===== src/rtl/pc_stack_unit.sv =====
// Program-counter unit: increment, absolute load, PC-relative branch and
// CALL/RET through an internal return-address stack with sticky error flags.
module pc_stack_unit #(
  parameter int unsigned ADDR_WIDTH   = 16,
  parameter int unsigned STACK_DEPTH  = 8,
  parameter int unsigned OFFSET_WIDTH = 8,
  parameter logic [ADDR_WIDTH-1:0] RESET_VECTOR = '0,
  localparam int unsigned DEPTH_WIDTH = $clog2(STACK_DEPTH + 1)
) (
  input  logic                    clk,
  input  logic                    reset,
  input  logic                    pc_en,
  input  logic [2:0]              op,
  input  logic [ADDR_WIDTH-1:0]   pc_in,
  input  logic [OFFSET_WIDTH-1:0] offset,
  input  logic                    err_clr,
  output logic [ADDR_WIDTH-1:0]   pc_out,
  output logic [ADDR_WIDTH-1:0]   ret_top,
  output logic [DEPTH_WIDTH-1:0]  depth,
  output logic                    stack_full,
  output logic                    stack_empty,
  output logic                    overflow,
  output logic                    underflow
);

  localparam int unsigned IDX_WIDTH = $clog2(STACK_DEPTH);

  typedef enum logic [2:0] {
    OpInc    = 3'b000,
    OpLoad   = 3'b001,
    OpBranch = 3'b010,
    OpCall   = 3'b011,
    OpRet    = 3'b100,
    OpHold   = 3'b101
  } op_e;

  logic [ADDR_WIDTH-1:0]  pc_q, pc_d;
  logic [DEPTH_WIDTH-1:0] depth_q, depth_d;
  logic                   overflow_q, overflow_d;
  logic                   underflow_q, underflow_d;
  logic [ADDR_WIDTH-1:0]  stack_q [STACK_DEPTH];

  logic [ADDR_WIDTH-1:0]  pc_inc, off_ext, top_entry;
  logic [IDX_WIDTH-1:0]   push_idx, top_idx;
  logic                   full, empty, push, ovf_evt, unf_evt;

  // Decode stack status and arithmetic helpers from registered state.
  always_comb begin
    full      = (depth_q == DEPTH_WIDTH'(STACK_DEPTH));
    empty     = (depth_q == '0);
    // Indices only used when the stack is not full / not empty respectively.
    push_idx  = IDX_WIDTH'(depth_q);
    top_idx   = IDX_WIDTH'(depth_q - DEPTH_WIDTH'(1));
    top_entry = stack_q[top_idx];
    pc_inc    = pc_q + ADDR_WIDTH'(1);
    off_ext   = ADDR_WIDTH'($signed(offset));
  end

  // Next-state logic for PC, stack depth and sticky error flags.
  always_comb begin
    pc_d    = pc_q;
    depth_d = depth_q;
    push    = 1'b0;
    ovf_evt = 1'b0;
    unf_evt = 1'b0;
    if (pc_en) begin
      case (op_e'(op))
        OpInc:    pc_d = pc_inc;
        OpLoad:   pc_d = pc_in;
        OpBranch: pc_d = pc_q + off_ext;
        OpCall: begin
          if (!full) begin
            push    = 1'b1;
            depth_d = depth_q + DEPTH_WIDTH'(1);
            pc_d    = pc_in;
          end else begin
            pc_d    = pc_inc;
            ovf_evt = 1'b1;
          end
        end
        OpRet: begin
          if (!empty) begin
            depth_d = depth_q - DEPTH_WIDTH'(1);
            pc_d    = top_entry;
          end else begin
            pc_d    = pc_inc;
            unf_evt = 1'b1;
          end
        end
        default: ; // HOLD and reserved encodings leave state unchanged
      endcase
    end
    // A new error event wins over a same-cycle clear.
    overflow_d  = ovf_evt | (overflow_q & ~err_clr);
    underflow_d = unf_evt | (underflow_q & ~err_clr);
  end

  // Control state register with asynchronous reset.
  always_ff @(posedge clk or posedge reset) begin
    if (reset) begin
      pc_q        <= RESET_VECTOR;
      depth_q     <= '0;
      overflow_q  <= 1'b0;
      underflow_q <= 1'b0;
    end else begin
      pc_q        <= pc_d;
      depth_q     <= depth_d;
      overflow_q  <= overflow_d;
      underflow_q <= underflow_d;
    end
  end

  // Return-address storage; contents are irrelevant while depth is zero.
  always_ff @(posedge clk) begin
    if (push) stack_q[push_idx] <= pc_inc;
  end

  // Outputs come straight from registered state.
  always_comb begin
    pc_out      = pc_q;
    depth       = depth_q;
    ret_top     = empty ? '0 : top_entry;
    stack_full  = full;
    stack_empty = empty;
    overflow    = overflow_q;
    underflow   = underflow_q;
  end

endmodule

===== config.mk =====
export PLATFORM = sky130hd
export DESIGN_NAME = pc_stack_unit
export DESIGN_NICKNAME = d
export VERILOG_FILES = /design/src/rtl/pc_stack_unit.sv
export SDC_FILE = /design/constraint.sdc
export NUM_CORES = 1
export LEC_CHECK = 0
export BUFFER_PORTS_ARGS = -buffer_cell sky130_fd_sc_hd__buf_2
export CORE_ASPECT_RATIO = 0.7
export CORE_UTILIZATION = 50
export DETAILED_ROUTE_END_ITERATION = 10
export GPL_ROUTABILITY_DRIVEN = 0
export PLACE_DENSITY = 0.75
export SYNTH_ARGS = -nofsm -noshare
export SYNTH_HDL_FRONTEND = slang
export SYNTH_SLANG_ARGS = --single-unit

===== constraint.sdc =====
create_clock -name clk -period 5 [get_ports clk]
set_input_delay 1 -clock clk [delete_from_list [all_inputs] [get_ports clk]]
set_output_delay 1 -clock clk [all_outputs]
set_load 0.02 [all_outputs]

=== After elaboration in Yosys (flattened, before gate mapping) ===
Memories as Yosys holds them, arrays and structs flattened.
Cells that the tools add are included.

* Logic and storage cells: 45
* ROM bits: 0
* Bits in writable memories: 128
* Memories: 1
* Bits in registers: 22
* Bits in latches: 0
* Input bits: 31

* Bitwise gates (word level): 5
* Add/sub/neg operators: 4
* Div/mod/pow operators: 0
* Reduce and logical (&&, ||, !) cells: 6
* Equal/unequal tests: 7
* Magnitude comparators: 0
* Mux-type cells: 18
* Shift operators: 0
* $mul: 0

{| class="wikitable"
|+ Memories
! memory !! words !! bits a word !! rd ports !! clocked after Yosys merged registers in !! write ports !! RTL line !! source
|-
| stack_q || 8 || 16 || 1 || 0 || 1 || 41 || <nowiki>logic [ADDR_WIDTH-1:0] stack_q [STACK_DEPTH];</nowiki>
|}

{| class="wikitable"
|+ Operator list
! kind !! number
|-
| 16-bit case mux with 5 select lines || 1
|-
| 16-bit 2-to-1 mux || 3
|-
| 16-bit by 1-bit adder with 16-bit output, second input constant || 1
|-
| 16-bit adder || 1
|-
| 1-bit 2-to-1 mux || 11
|-
| 4-bit 2-to-1 mux || 2
|-
| 4-bit case mux with 2 select lines || 1
|-
| 3-bit by 2-bit == test with 1-bit output, second input constant || 2
|-
| 5-bit nonzero test || 1
|-
| 4-bit by 1-bit adder with 4-bit output, second input constant || 1
|-
| 4-bit == test, second input constant || 1
|-
| 4-bit zero test || 1
|-
| 2-bit inequality test, second input constant || 2
|-
| 4-bit AND reduction || 1
|-
| 4-bit by 1-bit subtractor with 4-bit output, second input constant || 1
|-
| 3-bit by 1-bit == test with 1-bit output, second input constant || 1
|-
| 3-bit == test, second input constant || 1
|-
| 3-bit zero test || 1
|-
| 1-bit AND || 2
|-
| 1-bit bitwise OR || 2
|-
| 2-bit AND reduction || 1
|-
| 2-bit nonzero test || 1
|-
| 1-bit NOT || 1
|}

=== Longest topological paths before layout ===
* Word-level depth: 6
* Depth in mapped cells: 14
* Depth with buffers taken out: 10

=== Least setup slack after synthesis ===
OpenSTA, ideal clock, no wires.

* Path type: register to register
* From: register depth_q[0], in the netlist depth[0]
* To: memory stack_q[1][0], enable pin
* Clock period less this slack: 3808 ps
* Buffers on the path: 5
* Stages on the path, launching flop included: 13
* Path slack: 1192 ps
* Library setup time: 409 ps
* Arrival: 3399 ps
* Path through: dfrtp_1 > buf_6 > buf_4 > buf_4 > inv_1 > ha_1 > and2_1 > buf_4 > and2b_1 > buf_4 > nor2_1 > nand2_1 > nor3_1

* Word-level cells in the longest chain between the ends: 6

{| class="wikitable"
|+ Ends and longest elaborated chain
! what !! RTL line !! source
|-
| start: declaration || 38 || <nowiki>logic [DEPTH_WIDTH-1:0] depth_q, depth_d;</nowiki>
|-
| start signal: assignment || 107 || <nowiki>depth_q <= depth_d;</nowiki>
|-
| 4-bit == test || 49 || <nowiki>full = (depth_q == DEPTH_WIDTH'(STACK_DEPTH));</nowiki>
|-
| named net stack_full || 20 || <nowiki>output logic stack_full,</nowiki>
|-
| 1-bit 2-to-1 mux || 72 || <nowiki>if (!full) begin</nowiki>
|-
| 1-bit 2-to-1 mux || 67 || <nowiki>case (op_e'(op))</nowiki>
|-
| 1-bit 2-to-1 mux || 66 || <nowiki>if (pc_en) begin</nowiki>
|-
| 1-bit 2-to-1 mux || 115 || <nowiki>if (push) stack_q[push_idx] <= pc_inc;</nowiki>
|-
| 1-bit 2-to-1 mux (not written as such) || 115 ||
|-
| end: declaration || 41 ||
|}

The timed path passes the listed nets, and every way through them passes these cells.

=== Final worst setup path ===
* From: register depth_q[1], in the netlist depth[1]
* To: output port ret_top[7]

* Word-level cells in the longest chain between the ends: 3

{| class="wikitable"
|+ Ends and longest elaborated chain
! what !! RTL line !! source
|-
| 4-bit by 1-bit subtractor with 4-bit output || -- ||
|-
| memory 8 x 16 bit || -- ||
|-
| 16-bit 2-to-1 mux * || 122 || <nowiki>ret_top = empty ? '0 : top_entry;</nowiki>
|-
| end: declaration || 18 || <nowiki>output logic [ADDR_WIDTH-1:0] ret_top,</nowiki>
|}

Every way passes the cells marked *; elsewhere a longest branch is shown, timed or not.

==> reports/qor.yml <==
floorplanning:
  io_pins: 71
  die_w_um: 147
  core.rowCount: 36
  start_util_pct: 52.0
  dieArea_um2: 15200
  die_y_um: 103
  core-area_um2: 14100
clock_tree:
  cts_root_buffer: "clkbuf_16"
  cts_setup_buffers: 0
  holdBufCountCts: 0
  ctsResizeCount: 0
  tritoncts: "yes"
  clk_pin_slew_ns: 0.06
  numCtsBuffers: 17
  clock_latency_ns: 0.42
  cts_sinks: 150
  cts_htree_levels: 4
  clockBufferDepth: 2
power_and_ir_drop:
  cellPowerDensity_nw_per_um2: 648
  p_leak_uw: 0.00310
  combPwrFrac_pct: 44.2
  power.internal_uw: 3360
  p_sw_share_pct: 39.3
  power.switching_uw: 2180
  pwr-share-clk_pct: 24.3
  seqPwrFrac_pct: 31.5
  peakVddDrop_mv: 0.389
final_layout:
  syn_to_final_growth_pct: 16.1
  post-route-util_pct: 60.4
  drive_gt1_share_pct: 24.8
  diodes: 0
  final_cell_area_um2: 8540
  final_nets: 657
placement:
  dpl.hpwl_um: 12600
  io_buffers: 70
  placed_cell_area_um2: 7920
routing:
  drcViolationCount: 0
  wl_um: 18500
  drt_iter0_markers: 528
  wire_per_inst_um: 22.8
  vias: 5152
  vias_per_cell: 6.36
  firstDrtPassIters: 4
  antenna_left: 0
global_route:
  grt_max_degree: 38
  antenna_found_initial: 0
  grt_pass1_wl_um: 27500
  gr-total-overflow: 0
  grt_pass1_vias: 4795
  grtUsageTotal_pct: 24.9
worst_hold_path:
  hold_path.class: "flip-flop to flip-flop"
  min_from: "overflow"
yosys:
  yosysMostFrequentCell: "edfxtp_1"
  synth_cell_types: 53
  synth_common_cells: "128 x edfxtp_1, 47 x nor2_1, 44 x nand2_1"
  postSynthAreaPerCell_um2: 13.9
  synthCells: 530
  synth-seq-area-share_pct: 59.7
  synth_area_leader_cell: "edfxtp_1"
  synth_top_area_share_pct: 52.3
  synth_edf_count: 128
  ys_async_sr_fraction_pct: 14.7
  ys.flop_type: "edfxtp_1"
  yosysWarnings: 0
  ys_seq_elements: 150
  synth_fp_nets: 580
  syn_area_um2: 7360
  synth.area.top_cells: "edfxtp_1 52%, mux4_2 8.3%, dfrtp_1 7.5%"
timing:
  hold_ws_ns: 0.495
  hold_viol: 0
  timing.fmax_mhz: 243
  slew-limit-headroom_pct: 36.9
  setup-tns-final_ns: 0
  rsz0062_at_grt: "false"
  fin_crit_sh_pct: 82.4
  setup_viol: 0
  worst_slew_pin_slew_ns: 0.942
  fin_worst_skew_ns: 0.00924
  fin_crit_ns: 4.12
  slew_violations: 0
run_status:
  status: "finished, final reports clean"
setup_path:
  cp_max_fo: 22
  crit_type: "flip-flop to output port"
  end_kind: "output port"
  critPathRequiredTime_ns: 4.00
  crit_chain: "inv_1, ha_1, buf_4, mux4_2, a221oi_2, a31oi_1, buf_2"
  regToRegStartpoint: "depth[1]"
  worstSetupStartpoint: "depth[1]"
  slowest_stage: "ha_1"
  critPathMaxStageDelay_ns: 0.64
  critPathArrivalTime_ns: 3.12
  startpoint_type: "flip-flop"
job:
  cap_violations: 0
-- placed cells by master (no fill, tap or decap), types with 7 or more instances in the layout --
| cell type | instances |
|---|---|
| edfxtp_1 | 128 |
| buf_2 | 70 |
| nor2_1 | 47 |
| nand2_1 | 44 |
| mux4_2 | 27 |
| o21ai_0 | 23 |
| a21oi_1 | 22 |
| dfrtp_1 | 21 |
| ha_1 | 18 |
| clkbuf_16 | 17 |
| xor2_1 | 15 |
| a31oi_1 | 14 |
| buf_4 | 14 |
| inv_1 | 12 |
| xnor2_1 | 12 |
| a221oi_1 | 11 |
| a221o_1 | 9 |
| nor3_1 | 7 |
-- path summary, 6_finish.rpt --
check,slack [ns],to,depth (start not counted)
worst max-delay path,0.88,ret_top[7],7
worst min-delay path,0.50,overflow,1
worst max register to register,1.45,stack_q[2][14],9
worst min register to register,0.50,overflow,1
max in group asynchronous,3.57,depth[0],2
min in group asynchronous,0.78,pc_out[3],2
-- cell type report --
class / count / area (um^2)
clock inverters: 12 / 178
multi-input cells: 342 / 2780
clock buffers: 20 / 447
inverters: 12 / 45.0
flip-flops and latches: 150 / 4400
fillers: 1093 / 5600
repair buffers: 84 / 455
well taps: 190 / 238
-- cells by family after synthesis --
kind of cell / after synthesis / share of synthesized area [%]
xor+xnor: 27 / 3.21
simple gates: 140 / 8.78
mux: 38 / 10.9
compound gates: 118 / 11.5
fa+ha+maj: 19 / 3.33
flops: 150 / 59.7
buf+inv: 38 / 2.59
-- power by group through the flow --
| stage | sequential [uW] | clock, uW | combinational [uW] |
|---|---|---|---|
| 2_1_floorplan | 1810 | 0 | 1670 |
| 3_3_place_gp | 1750 | 0 | 2340 |
| 3_5_place_dp | 1760 | 0 | 2410 |
| 4_1_cts | 1740 | 1360 | 2430 |
| 5_1_grt | 1760 | 1400 | 2630 |
| 6_report | 1740 | 1340 | 2450 |
-- registers in the layout, indices dropped and copies added, names as in the netlist --
register	cells
stack_q	128
overflow	1
pc_out	16
underflow	1
depth	4
-- metrics by stage --
stage	power [uW]	std cells	setup WS [ns]
final	5530	810	0.882
after detailed placement	4180	778	1.32
after global routing	5790	810	0.680
after CTS	5530	810	0.846
after floorplan	3480	530	1.19
after global placement	4100	778	1.43
-- critical path: cells and delay by family (launching register included) --
| kind | cells | cell delay, ns |
|---|---|---|
| adder cells (fa/ha/maj) | 1 | 0.64 |
| multiplexers | 1 | 0.40 |
| buffers and inverters | 3 | 0.74 |
| AO/OA/AOI/OAI | 2 | 0.41 |
| flip-flops | 1 | 0.51 |
-- routing by layer --
layer | track usage [%] | wire length, um | part of all wire (%) | vias to the layer above
met2 | 37.4 | 8430 | 46 | 279
li1 | - | - | - | 2242
met4 | 8.25 | 248 | 1.3 | 0
met3 | 5.75 | 1730 | 9.4 | 27
met5 | 0 | 0 | 0 | -
met1 | 36.3 | 8070 | 44 | 2604
No activity file was read; power rests on OpenSTA's default activity.
